--- config.mk ---
export PLATFORM = sky130hd
export DESIGN_NAME = arm_shift_pipe
export DESIGN_NICKNAME = d
export VERILOG_FILES = /design/src/rtl/arm_shift_pkg.sv /design/src/rtl/arm_shift_core.sv /design/src/rtl/arm_shift_pipe.sv
export SDC_FILE = /design/constraint.sdc
export NUM_CORES = 1
export LEC_CHECK = 0
export CORE_MARGIN = 3
export CORE_UTILIZATION = 35
export CTS_CLUSTER_SIZE = 16
export DETAILED_ROUTE_END_ITERATION = 6
export PLACE_DENSITY = 0.54
export SETUP_SLACK_MARGIN = 0.3
export SKIP_CTS_REPAIR_TIMING = 1
export SLEW_MARGIN = 20
export SYNTH_ARGS = -nofsm -noshare
export SYNTH_HDL_FRONTEND = slang
export SYNTH_SLANG_ARGS = --single-unit
--- constraint.sdc ---
create_clock -name clk -period 3.12 [get_ports clk]
set_input_delay 0.936 -clock clk [delete_from_list [all_inputs] [get_ports clk]]
set_output_delay 0.936 -clock clk [all_outputs]
set_load 0.1 [all_outputs]
--- src/rtl/arm_shift_pkg.sv ---
// Shared shift-type encodings, the decoded-operation record and the amount
// normaliser used by the operand-2 shifter pipeline.
package arm_shift_pkg;

    localparam logic [1:0] SH_LSL = 2'b00;
    localparam logic [1:0] SH_LSR = 2'b01;
    localparam logic [1:0] SH_ASR = 2'b10;
    localparam logic [1:0] SH_ROR = 2'b11;

    // Normalised amounts never exceed WIDTH+1, so 16 bits covers any sane WIDTH.
    localparam int NAMT_W = 16;

    typedef struct packed {
        logic [NAMT_W-1:0] amt;
        logic              rrx;
        logic              pass;
    } dec_t;

    function automatic dec_t decode(input logic [1:0]        typ,
                                    input logic              is_dpis,
                                    input logic [NAMT_W-1:0] amt,
                                    input int                width);
        dec_t d;
        d = '{amt: '0, rrx: 1'b0, pass: 1'b0};
        if (amt == '0) begin
            if (!is_dpis || typ == SH_LSL)
                d.pass = 1'b1;
            else if (typ == SH_ROR)
                d.rrx = 1'b1;
            else
                d.amt = NAMT_W'(width);
        end else if (typ == SH_ROR) begin
            // Rotates wrap, so keep amt mod width; a full turn is encoded as width.
            d.amt = amt & NAMT_W'(width - 1);
            if (d.amt == '0)
                d.amt = NAMT_W'(width);
        end else if (amt > NAMT_W'(width)) begin
            d.amt = NAMT_W'(width + 1);
        end else begin
            d.amt = amt;
        end
        return d;
    endfunction

endpackage

--- src/rtl/arm_shift_core.sv ---
// Combinational barrel shifter: decoded operation in, {carry_out, value} out.
module arm_shift_core
    import arm_shift_pkg::*;
#(
    parameter int WIDTH = 32
) (
    input  logic [1:0]       typ,
    input  dec_t             dec,
    input  logic [WIDTH-1:0] data,
    input  logic             c,
    output logic [WIDTH:0]   res
);

    logic [WIDTH:0]   lsl_t;
    logic [WIDTH:0]   lsr_t;
    logic [WIDTH:0]   asr_t;
    logic [WIDTH-1:0] ror_v;

    // Extra guard bit catches the last bit shifted out as the carry.
    assign lsl_t = {1'b0, data} << dec.amt;
    assign lsr_t = {data, 1'b0} >> dec.amt;
    assign asr_t = $unsigned($signed({data, 1'b0}) >>> dec.amt);
    assign ror_v = WIDTH'({data, data} >> dec.amt);

    always_comb begin
        // NOTE: default first so every path assigns res and no latch is inferred.
        res = {c, data};
        if (dec.pass) begin
            res = {c, data};
        end else if (dec.rrx) begin
            res = {data[0], c, data[WIDTH-1:1]};
        end else begin
            case (typ)
                SH_LSL:  res = lsl_t;
                SH_LSR:  res = {lsr_t[0], lsr_t[WIDTH:1]};
                SH_ASR:  res = {asr_t[0], asr_t[WIDTH:1]};
                default: res = {ror_v[WIDTH-1], ror_v};
            endcase
        end
    end

endmodule

--- src/rtl/arm_shift_pipe.sv ---
// Two-stage valid/ready operand-2 shifter: decode/normalise, then shift.
module arm_shift_pipe
    import arm_shift_pkg::*;
#(
    parameter int WIDTH = 32,
    parameter int AMT_W = 8,
    parameter int TAG_W = 4
) (
    input  logic             clk,
    input  logic             reset,
    input  logic             in_valid,
    output logic             in_ready,
    input  logic [1:0]       in_type,
    input  logic             in_is_dpis,
    input  logic [AMT_W-1:0] in_amt,
    input  logic [WIDTH-1:0] in_data,
    input  logic             in_c,
    input  logic [TAG_W-1:0] in_tag,
    output logic             out_valid,
    input  logic             out_ready,
    output logic [WIDTH:0]   out_res,
    output logic [TAG_W-1:0] out_tag
);

    logic             s1_valid;
    logic [1:0]       s1_type;
    dec_t             s1_dec;
    logic [WIDTH-1:0] s1_data;
    logic             s1_c;
    logic [TAG_W-1:0] s1_tag;
    logic             s2_valid;
    logic             s2_load;
    logic             s1_advance;
    logic [WIDTH:0]   core_res;

    assign s2_load    = !s2_valid || out_ready;
    assign s1_advance = s1_valid && s2_load;
    assign in_ready   = !s1_valid || s1_advance;
    assign out_valid  = s2_valid;

    // NOTE: <= so every register samples pre-edge values and stage order cannot race.
    always_ff @(posedge clk) begin
        if (reset)
            s1_valid <= 1'b0;
        else if (in_ready)
            s1_valid <= in_valid;
    end

    // NOTE: stage-1 payload is left unreset; s1_valid alone says whether it means anything.
    always_ff @(posedge clk) begin
        if (in_valid && in_ready) begin
            s1_type <= in_type;
            s1_dec  <= decode(in_type, in_is_dpis, NAMT_W'(in_amt), WIDTH);
            s1_data <= in_data;
            s1_c    <= in_c;
            s1_tag  <= in_tag;
        end
    end

    arm_shift_core #(.WIDTH(WIDTH)) u_core (
        .typ  (s1_type),
        .dec  (s1_dec),
        .data (s1_data),
        .c    (s1_c),
        .res  (core_res)
    );

    always_ff @(posedge clk) begin
        if (reset) begin
            s2_valid <= 1'b0;
            out_res  <= '0;
            out_tag  <= '0;
        end else if (s2_load) begin
            s2_valid <= s1_valid;
            if (s1_valid) begin
                out_res <= core_res;
                out_tag <= s1_tag;
            end
        end
    end

endmodule

==> flow_metrics.py <==
metrics = {
    "status": {
        "run_status": "finished, final reports clean",
    },
    "worst_setup_path": {
        "worst-endpoint-arrival_ns": 3.11,
        "cp_num_buf_inv": 3,
        "cp.required_ns": 3.37,
        "critical-path-top-delay-family": "multiplexers",
        "crit_path_frequent_cell": "buf_4",
        "cp-start-kind": "flip-flop",
        "critical_path.max_stage_delay_ns": 0.57,
        "crit_path_max_fanout": 10,
        "setup.worst_path.class": "reg -> reg",
        "path_cells": "buf_4, clkbuf_16, mux4_2, mux2_2, nand2_1, o21ai_0, a211o_1, nor4bb_2, buf_4, o22ai_1",
        "critPathSlowestCell": "mux4_2",
        "timing.critical_path.to_type": "flip-flop",
    },
    "global_routing": {
        "grt_pass1_vias": 11300,
        "number_of_antenna_violations_at_the_first_check_in_global_routing": 2,
        "grt_pass1_wl_um": 82800,
        "grt_util_all_layers_pct": 37.0,
        "overflow": 0,
        "largest_net_degree_at_the_start_of_global_routing": 62,
    },
    "run": {
        "drv_cap": 0,
    },
    "timing": {
        "timing.setup.tns_ns": 0,
        "period_needed_ns": 2.86,
        "max_slew.worst_pin.slew_ns": 1.02,
        "rsz0062_at_grt": "yes",
        "max_slew_headroom_pct": 31.6,
        "max_clock_freq_mhz": 350,
        "maxSlewViolCount": 0,
        "worst_clock_skew_ns": 0.0188,
        "hold_viol": 0,
        "timing.final.crit_share_pct": 91.6,
        "timing.final.setup_violations": 0,
    },
    "synthesis": {
        "ys_dominant_reg_cell": "edfxtp_1",
        "synth-seq-area-share_pct": 22.2,
        "yosysUniqueCellTypes": 85,
        "netlist_instances": 1216,
        "syn_avg_cell_area_um2": 8.33,
        "synthArstFlopShare_pct": 0,
        "synth-edff-count": 49,
        "synth-warning-count": 0,
        "cell_area_after_synthesis_mm2": 0.0101,
        "yosys_register_bits": 88,
    },
    "detailed_routing": {
        "avgViaCountPerCell": 6.92,
        "routedWlPerCell_um": 33.1,
        "dr_total_vias": 12300,
        "route.detailed.drc": 0,
        "drt_pre_antenna_iters": 6,
        "routed_wl_um": 58900,
        "drt_first_iter_violations": 2431,
        "drtAntennaViolNets": 0,
    },
    "power_and_ir_drop": {
        "switching_power_w": 0.00212,
        "worst_vdd_ir_v": 0.000229,
        "netSwitchingFraction_pct": 44.3,
        "power_frac_seq_pct": 29.4,
        "leakage_nw": 4.91,
        "power_per_cell_area_mw_per_mm2": 366,
        "power_frac_clock_pct": 25.2,
        "power.total_w": 0.00479,
        "power_frac_comb_pct": 45.4,
        "internal_power_w": 0.00267,
    },
    "floorplan": {
        "fp-row-count": 61,
        "initial_utilization_pct": 36.0,
        "ioPinCount": 91,
        "die-height_um": 176,
        "core_region_area_mm2": 0.0282,
        "die_x_um": 176,
        "die_area_mm2": 0.0310,
    },
    "final_layout": {
        "final_net_count": 1448,
        "layout-drive-gt1-share_pct": 29.1,
        "final_cell_mix": "buf_4 (245), nor2_1 (135), nand2_1 (120), a21oi_1 (83), o21ai_0 (63)",
        "multi_input_comb_area_mm2": 0.00729,
        "seq_area_mm2": 0.00225,
        "areaGrowthSynthToFinish_pct": 29.1,
        "utilization_pct": 46.4,
        "most_frequent_standard_cell_in_the_layout_excluding_fill_and_tap_cells": "buf_4",
        "n_fill_cell": 2757,
    },
    "cts": {
        "ctsRootBufferMaster": "clkbuf_16",
        "cts_buffers": 9,
        "clk_transition_reported_paths_ns": 0.08,
        "cts_max_path_buffers": 2,
        "clkLatencyLatePin_ns": 0.38,
        "htree_num_levels": 3,
        "clock_sink_count": 88,
        "cts_tree": "done",
    },
    "place": {
        "place_hpwl_um": 45800,
        "place.gp.congestion": 1.12,
        "io_buffers": 90,
    },
    "hold_path": {
        "hold_class": "reg -> reg",
    },
}
==> stage by stage <==
stage	hold WS (ns)	std cells	setup slack, ns	area (um^2)
final	0.461	1780	0.262	13100
after CTS	0.461	1775	0.134	12800
after detailed placement	0.450	1759	0.115	12500
after global routing	0.498	1779	0.213	13100
after global placement	0.447	1759	0.131	12500
after floorplan	0.466	1217	0.507	10100
==> path summary, 6_finish.rpt <==
path         startpoint          end  slack (ns)  cells after the start
max           s1_dec[2]  out_res[23]        0.26                     10
min          out_tag[1]   out_tag[1]        0.46                      2
max reg2reg   s1_dec[2]  out_res[23]        0.26                     10
min reg2reg  out_tag[1]   out_tag[1]        0.46                      2
==> cell usage after synthesis (21+ instances only) <==
master | count | share of area (%)
mux2i_1 | 48 | 4.7
mux4_1 | 26 | 6.7
a21oi_1 | 89 | 4.4
a211oi_1 | 30 | 2.2
dfxtp_1 | 39 | 7.7
edfxtp_1 | 49 | 15
o22ai_1 | 26 | 1.6
nand2_1 | 120 | 4.4
nor3_1 | 44 | 2.2
nand3_1 | 29 | 1.4
mux2_2 | 21 | 2.3
mux4_2 | 39 | 8.7
clkbuf_1 | 92 | 3.4
o21ai_0 | 65 | 3.2
buf_2 | 28 | 1.4
nor2_1 | 136 | 5.0
==> kinds of logic (layout without fill, tap and decap cells) <==
| group | Yosys count | count (layout) | synth area share [%] |
|---|---|---|---|
| xor+xnor | 1 | 1 | 0.0865 |
| flops | 88 | 88 | 22.2 |
| compound gates | 409 | 409 | 28.4 |
| buf+inv | 161 | 345 | 7.46 |
| mux | 134 | 134 | 22.5 |
| simple gates | 422 | 422 | 19.2 |
| other cells | 1 | 3 | 0.0370 |
==> state kept, by name, indices dropped and copies added, names as in the netlist <==
signal,count
out_res,33
s1_c,1
s1_type,2
s1_valid,1
s1_tag,4
s1_dec,10
out_tag,4
out_valid,1
s1_data,32
==> power by group through the flow <==
stage	clock network, W	logic (W)	registers, W
after global routing	0.00127	0.00223	0.00141
after floorplan	0	0.000985	0.00158
after CTS	0.00123	0.00205	0.00140
final	0.00121	0.00217	0.00141
after detailed placement	0	0.00204	0.00142
after global placement	0	0.00206	0.00143
==> layer usage <==
metal | share of wire [%] | up-vias | GRT usage (%)
li1 | - | 5106 | -
met1 | 39 | 5903 | 51.3
met2 | 41 | 1080 | 54.2
met3 | 13 | 224 | 7.42
met4 | 7.3 | 2 | 19.7
met5 | 0.019 | - | 0
==> layout make-up <==
cell class	count	area share (%)
multi-input cells	968	55.8
repair buffers	314	20.6
flip-flops and latches	88	17.2
well taps	378	3.62
clock buffers	9	1.72
clock inverters	7	0.574
inverters	15	0.459
diodes	1	0.0191
==> worst register-to-register path: cells and delay by family, from the launching register on <==
family | cells | cell delay [ns]
buffers and inverters | 3 | 0.51
muxes | 2 | 0.88
DFF | 1 | 0.40
and+or+nand+nor | 2 | 0.40
AOI/OAI and AO/OA | 3 | 0.56
Note: power is estimated with default switching activity, not from simulation.
